`src/rtl/operators1_pkg.sv`:
```
// -----------------------------------------------------------------------------
// operators1_pkg
//   Shared types and defaults for the parameterised channel multiplexer /
//   arbiter (mux_arb_param) and its grant sub-module (rr_arbiter).
//
//   mux_mode_t        : arbitration mode, MUX_SEL (direct select) or MUX_RR
//                       (round-robin search starting at the stored pointer).
//   MUX_DEF_WIDTH     : default data width per channel.
//   MUX_DEF_CHANNELS  : default number of input channels.
// -----------------------------------------------------------------------------
package operators1_pkg;

    typedef enum logic {
        MUX_SEL = 1'b0,
        MUX_RR  = 1'b1
    } mux_mode_t;

    localparam int MUX_DEF_WIDTH    = 8;
    localparam int MUX_DEF_CHANNELS = 4;

endpackage

```
`src/rtl/mux_arb_param_rr_arbiter.sv`:
```
// -----------------------------------------------------------------------------
// rr_arbiter
//   Purely combinational grant search. Looks at i_ptr, i_ptr+1, ... wrapping
//   modulo CHANNELS and grants the first requesting channel.
//
//   Ports
//     i_req    [CHANNELS]  request vector
//     i_ptr    [SEL_W]     first index to examine (must be < CHANNELS)
//     o_grant  [CHANNELS]  one-hot grant, zero when nothing requests
//     o_idx    [SEL_W]     index of granted channel (0 when o_found is low)
//     o_found              a grant was made
// -----------------------------------------------------------------------------
module rr_arbiter
    import operators1_pkg::*;
#(
    parameter int CHANNELS = MUX_DEF_CHANNELS,
    parameter int SEL_W    = $clog2(CHANNELS)
) (
    input  logic [CHANNELS-1:0] i_req,
    input  logic [SEL_W-1:0]    i_ptr,
    output logic [CHANNELS-1:0] o_grant,
    output logic [SEL_W-1:0]    o_idx,
    output logic                o_found
);

    // Rotated search: candidate c walks from the pointer upward and wraps
    // with a single subtraction, which is enough because i_ptr < CHANNELS.
    always_comb begin
        int c;
        c       = 0;
        o_grant = '0;
        o_idx   = '0;
        o_found = 1'b0;
        for (int k = 0; k < CHANNELS; k++) begin
            c = int'(i_ptr) + k;
            if (c >= CHANNELS) begin
                c = c - CHANNELS;
            end
            if (!o_found && i_req[c]) begin
                o_found    = 1'b1;
                o_idx      = SEL_W'(c);
                o_grant[c] = 1'b1;
            end
        end
    end

endmodule

```
`src/rtl/mux_arb_param.sv`:
```
// -----------------------------------------------------------------------------
// mux_arb_param
//   Selects one of CHANNELS valid/ready input streams into a single registered
//   output beat. In MUX_SEL the channel is chosen by sel; in MUX_RR a rotating
//   pointer gives round-robin fairness. One output register, one-cycle latency,
//   full throughput while out_ready stays high.
//
//   Ports
//     clk        single clock, rising edge
//     rst_n      asynchronous active-low reset
//     mode       mux_mode_t arbitration mode
//     sel        channel index used in MUX_SEL
//     in_data    CHANNELS x WIDTH channel data
//     in_valid   per-channel valid
//     in_ready   per-channel accept (one-hot or zero)
//     out_data   registered selected data
//     out_ch     index of the channel that supplied out_data
//     out_valid  out_data / out_ch hold a beat
//     out_ready  downstream accepts the held beat
// -----------------------------------------------------------------------------
module mux_arb_param
    import operators1_pkg::*;
#(
    parameter int WIDTH    = MUX_DEF_WIDTH,
    parameter int CHANNELS = MUX_DEF_CHANNELS,
    parameter int SEL_W    = $clog2(CHANNELS)
) (
    input  logic                clk,
    input  logic                rst_n,
    input  mux_mode_t           mode,
    input  logic [SEL_W-1:0]    sel,
    input  logic [WIDTH-1:0]    in_data [CHANNELS],
    input  logic [CHANNELS-1:0] in_valid,
    output logic [CHANNELS-1:0] in_ready,
    output logic [WIDTH-1:0]    out_data,
    output logic [SEL_W-1:0]    out_ch,
    output logic                out_valid,
    input  logic                out_ready
);

    if (CHANNELS < 2 || CHANNELS > 16) begin : g_bad_channels
        $error("mux_arb_param: CHANNELS must be in 2..16");
    end

    logic [WIDTH-1:0]    r_out_data;
    logic [SEL_W-1:0]    r_out_ch;
    logic                r_out_valid;
    logic [SEL_W-1:0]    r_ptr;

    logic                w_acc;
    logic [CHANNELS-1:0] w_req;
    logic [CHANNELS-1:0] w_grant;
    logic [SEL_W-1:0]    w_idx;
    logic                w_found;
    logic [SEL_W-1:0]    w_ptr_next;

    // The output register can take a new beat when empty or being drained.
    assign w_acc = !r_out_valid || out_ready;

    // In MUX_SEL only the selected channel may request, so the shared
    // rotating search degenerates to "is sel valid". An out-of-range sel
    // matches no channel and therefore yields no grant.
    always_comb begin
        w_req = '0;
        if (mode == MUX_RR) begin
            w_req = in_valid;
        end else begin
            for (int i = 0; i < CHANNELS; i++) begin
                if (int'(sel) == i) begin
                    w_req[i] = in_valid[i];
                end
            end
        end
    end

    rr_arbiter #(
        .CHANNELS (CHANNELS),
        .SEL_W    (SEL_W)
    ) u_rr_arbiter (
        .i_req   (w_req),
        .i_ptr   (r_ptr),
        .o_grant (w_grant),
        .o_idx   (w_idx),
        .o_found (w_found)
    );

    // Gated by rst_n so that no accept leaks out while reset is held, even
    // though the emptied output register would otherwise look acceptable.
    assign in_ready = (rst_n && w_acc) ? w_grant : '0;

    assign w_ptr_next = (int'(w_idx) == CHANNELS - 1) ? '0 : w_idx + SEL_W'(1);

    always_ff @(posedge clk or negedge rst_n) begin
        if (!rst_n) begin
            r_out_data  <= '0;
            r_out_ch    <= '0;
            r_out_valid <= 1'b0;
            r_ptr       <= '0;
        end else begin
            if (w_acc) begin
                r_out_valid <= w_found;
                if (w_found) begin
                    r_out_data <= in_data[w_idx];
                    r_out_ch   <= w_idx;
                end
            end
            // Only an accepted round-robin grant advances fairness state;
            // direct selections leave the rotation where it was.
            if (w_acc && w_found && mode == MUX_RR) begin
                r_ptr <= w_ptr_next;
            end
        end
    end

    assign out_data  = r_out_data;
    assign out_ch    = r_out_ch;
    assign out_valid = r_out_valid;

endmodule
```
`config.mk`:
```
export PLATFORM = sky130hd
export DESIGN_NAME = mux_arb_param
export DESIGN_NICKNAME = d
export VERILOG_FILES = /design/src/rtl/operators1_pkg.sv /design/src/rtl/mux_arb_param_rr_arbiter.sv /design/src/rtl/mux_arb_param.sv
export SDC_FILE = /design/constraint.sdc
export NUM_CORES = 1
export LEC_CHECK = 0
export ABC_AREA = 1
export CAP_MARGIN = 20
export CORE_UTILIZATION = 39
export DETAILED_ROUTE_END_ITERATION = 7
export PLACE_DENSITY = 0.77
export SETUP_SLACK_MARGIN = 0.1
export SKIP_CTS_REPAIR_TIMING = 1
export SLEW_MARGIN = 30
export SYNTH_ARGS = -nofsm -noshare
export SYNTH_HDL_FRONTEND = slang
export SYNTH_SLANG_ARGS = --single-unit
```
`constraint.sdc`:
```
create_clock -name clk -period 2.1 [get_ports clk]
set_input_delay 0.42 -clock clk [delete_from_list [all_inputs] [get_ports clk]]
set_output_delay 0.42 -clock clk [all_outputs]
set_load 0.05 [all_outputs]
```
* Yosys cells after proc, flatten, opt, wreduce, memory -nomap -nowiden *
Index checks and enable logic that the tools add are counted.

cells by class
  bitwise gates (word level) = 4
  reductions and logical operators = 17
  magnitude comparators = 13
  equal/unequal tests = 4
  add/sub/neg operators = 8
  multiplexer cells = 46

operators by type and width
  kind                                                          number
  >= comparator 32 x 1 -> 1 bit (second input constant)         4
  less-than comparator 32 x 4 -> 1 bit (second input constant)  4
  2-to-1 mux 32 bit                                             4
  >= comparator 32 x 4 -> 1 bit (second input constant)         3
  subtractor 32 x 4 -> 32 bit (second input constant)           3
  2-to-1 mux 4 bit                                              6
  2-to-1 mux 1 bit                                              20
  binary-select mux 8 bit (select 2 bit)                        1
  2-to-1 mux 8 bit                                              2
  OR 4 bit                                                      3
  logical AND 1 bit                                             10
  2-to-1 mux 2 bit                                              5
  binary-select mux 1 bit (select 2 bit)                        4
  demux 1 bit (select 2 bit)                                    4
  adder 2 x 2 -> 3 bit (second input constant)                  2
  == test 2 x 1 -> 1 bit (second input constant)                2
  == test 2 bit (second input constant)                         2
  zero test 1 bit                                               4
  subtractor 2 x 3 -> 4 bit (second input constant)             1
  adder 2 x 1 -> 3 bit (second input constant)                  1
  >= comparator 2 x 3 -> 1 bit (second input constant)          1
  >= comparator 3 bit (second input constant)                   1
  inverter 2 -> 3 bit                                           1
  adder 2 x 1 -> 2 bit (second input constant)                  1
  other kinds (3)                                               3

storage, ports and cells
  word-level logic and storage cells = 96
  output and inout port bits = 15
  register bits after elaboration = 13
  input port bits = 42

* Longest topological paths before layout *
  depth in word-level cells = 20
  depth in mapped cells = 16
  mapped depth without buffers = 16

* Modules after synthesis *
A second synthesis with hierarchy kept.

unflattened totals
  cell total of the unflattened synthesis = 248
  area total of the unflattened synthesis = 1503.9 um2

by module, submodules not included
  module         cells each  times used  seq. area each (um2)  area an instance (um2)
  mux_arb_param  171         1           325.3                 1026.0
  rr_arbiter     77          1           0.0                   478.0

* Least setup slack after synthesis *
OpenSTA, ideal clock, no wires.

  kind = register to output
  from = reg r_ptr[1]
  to = out in_ready[1]
  path slack = -738 ps
  data required time = 1680 ps
  arrival time = 2418 ps
  path buffers = 0
  stages on the path, launching flop included = 10
  cells stage by stage = dfrtp_1 inv_1 ha_1 inv_1 nand3_1 nand2_2 nand4_4 inv_1 nand2_1 a41oi_1

between the ends
  cells in the longest elaborated chain, start to end = 16
  elaborated cells on any way between the ends = 64
  those cells by class = add/sub (7); order compare (12); mux (32); bitwise (3); reduce/logical (10)

ends and longest elaborated chain
  item                                                                                  RTL line                        text
  start: declaration                                                                    mux_arb_param.sv:48             logic [SEL_W-1:0] r_ptr;
  start signal: assignment                                                              mux_arb_param.sv:110            r_ptr <= w_ptr_next;
  parallel branches: the longest is 14 deep, another holds subtractor 32 x 4 -> 32 bit  -
  2-to-1 mux 4 bit *                                                                    mux_arb_param_rr_arbiter.sv:39  if (!o_found && i_req[c]) begin
  2-to-1 mux 4 bit *                                                                    mux_arb_param.sv:89             assign in_ready = (rst_n && w_acc) ? w_grant : '0;
  end: declaration                                                                      mux_arb_param.sv:34             output logic [CHANNELS-1:0] in_ready,

Mark *: on every way between the ends. The select of a mux whose other input is x is not followed.

* Worst setup path in the final report *
  from = reg r_ptr[0]
  to = out in_ready[0]

Same word-level chain as after synthesis.

==> qor.yml <==
critical_path:
  start_kind: "register"
  crit_top_cell: "nand2_1"
  crit_type: "register to output port"
  cpMaxStageDelayCell: "dfrtp_2"
  cp.buffers_inverters: 3
  slowest_delay_ps: 430
  crit_chain: "clkinv_4 -> buf_4 -> nand3_2 -> nand2_1 -> nand2_1 -> nand2_2 -> nand3_1 -> o21ai_2 -> a21oi_2 -> a21oi_4 -> buf_12"
  arrival_ps: 1970
  crit_path_end_kind: "output port"
  crit_family: "simple AND/OR/NAND/NOR gates"
  critPathMaxFanout: 5
  cp.required_ps: 1680
global_routing:
  grt_pass1_vias: 1517
  use_met2_pct: 39.2
  grt_pass1_wl_mm: 6.40
  overflow: 0
  grt_max_degree: 14
  busiest_layer: "met2"
  use_met3_pct: 3.31
  antenna_found_initial: 0
  track_usage_pct: 22.0
  met1_usage_pct: 28.2
cells_and_area:
  final_area_mm2: 0.00263
  final_cell_mix: "69 x nand2_1, 45 x clkdlybuf4s50_1, 34 x buf_4"
  layout_commonest_cell: "nand2_1"
  antennaDiodeCount: 0
  finalNonFillerCells: 359
  finish.utilization_pct: 77.7
  drive_gt1_share_pct: 33.9
  area_growth_pct: 88.9
  final_nets: 365
logic_synthesis:
  synth.net_count: 272
  syn_inst: 221
  syn_area_per_cell_um2: 6.31
  ys_seq_area_share_pct: 23.3
  synthesis.area_mm2: 0.00139
  ys.warnings.count: 0
  synth_seq_cells: 13
  ys_types: 24
sta:
  post-route-period-util_pct: 114
  layout_setup_ws_ps: -286
  final_max_slew_viol_count: 0
  setup_tns_ps: -1490
  finalSetupViolCount: 14
  hold_viol: 0
  period_minus_slack_ps: 2390
  tightest_slew_ps: 521
  slew_headroom_pct: 65.2
  finClkSkew_ps: 5.31
  rsz0062_at_grt: "yes"
  fin_hold_ws_ps: 470
  max_freq_mhz: 419
route:
  wl_mm: 4.89
  antenna_left: 0
  vias: 1779
  drc: 0
  drt_first_pass_iters: 4
  vias_per_cell: 4.96
  wl_per_cell_um: 13.6
  drtIter0Drc: 101
clock_tree:
  cts_buffers: 3
  cts.sink_count: 13
  clkLatencyLatePin_ps: 290
  clock_path_buffers: 2
  cts_tree: "yes"
  clk_pin_slew_ps: 80
  h-tree-depth: 1
  root_buffer: "clkbuf_4"
place:
  place_congestion: 0.868
  numPortBuffers: 56
  place_area_mm2: 0.00234
  dpl.hpwl_mm: 3.25
  dpl_worst_slack_ps: -486
  dp.cells: 347
die:
  row_count: 21
  io_pins: 57
  initial_core_util_pct: 41.1
  core_mm2: 0.00339
  die_area_mm2: 0.00382
  fp.dieW_um: 61.8
  die_y_um: 61.8
power:
  total_power_mw: 4.58
  peakVddDrop_mv: 1.14
  p_per_area_mw_per_mm2: 1740
  power_leakage_nw: 1.30
run_status:
  status: "finished, violations left"
  violations: "negative setup slack"
hold_path:
  hp-class: "input port to asynchronous set/reset pin"
job:
  drv_cap: 0
[registers in the layout, indices dropped and copies added (netlist names)]
| register | count |
|---|---|
| out_ch | 2 |
| r_ptr | 2 |
| out_valid | 1 |
| out_data | 8 |
[report_power, final]
part | leakage, nW | internal, mW | total, mW | switching, mW
clock network | 0.0150 | 0.0739 | 0.163 | 0.0889
registers | 0.154 | 0.394 | 0.466 | 0.0721
logic | 1.14 | 1.61 | 3.95 | 2.35
total | 1.30 | 2.08 | 4.58 | 2.51
[cell families after synthesis]
family                   Yosys count  synth area share [%]
buffers and inverters             36                  10.8
AO/OA/AOI/OAI                     12                  5.12
AND/OR/NAND/NOR                  151                  52.7
flip-flops                        13                  23.3
adder cells (fa/ha/maj)            9                  8.08
[synthesized netlist by cell type]
| library cell | instances | area (µm²) |
|---|---|---|
| nand4_1 | 4 | 25.0 |
| a41oi_1 | 3 | 26.3 |
| nand3_4 | 1 | 17.5 |
| buf_6 | 1 | 11.3 |
| a21oi_1 | 4 | 20.0 |
| nand2_4 | 3 | 33.8 |
| dfrtp_1 | 13 | 325 |
| nand3_2 | 3 | 30.0 |
| inv_2 | 2 | 7.51 |
| or2_0 | 3 | 18.8 |
| nor2_4 | 1 | 11.3 |
| o21ai_0 | 3 | 15.0 |
| buf_4 | 2 | 15.0 |
| nand2_2 | 2 | 12.5 |
| or2_2 | 3 | 18.8 |
| inv_1 | 31 | 116 |
| nand3b_1 | 2 | 15.0 |
| nand2_1 | 81 | 304 |
| nand3_1 | 38 | 190 |
| nor2_2 | 1 | 6.26 |
| ha_1 | 9 | 113 |
| o21ai_1 | 2 | 10.0 |
| nor2_1 | 8 | 30.0 |
| nand4_4 | 1 | 21.3 |
[worst paths after layout]
path / from / end / slack [ps] / cells after the start
min in group clk: out_data[7] / out_data[7] / 490 / 2
hold / removal: rst_n / out_valid / 470 / 2
setup / recovery: r_ptr[0] / in_ready[0] / -290 / 11
setup reg to reg: r_ptr[0] / out_data[2] / -90 / 15
hold reg to reg: out_data[7] / out_data[7] / 490 / 2
max in group asynchronous: rst_n / r_ptr[0] / 1440 / 2
[final cells by class]
type	instances	area, µm²
clock buffer	4	26.3
sequential	13	328
multi-input combinational	172	1190
fill	218	757
inverter	33	139
tap	46	57.6
timing repair buffer	91	893
[metal layers]
metal,vias up,share of wire [%]
met2,60,52
met4,0,2.4
li1,895,-
met5,-,0
met3,16,4.1
met1,808,41
(Power assumes the default switching activity.)
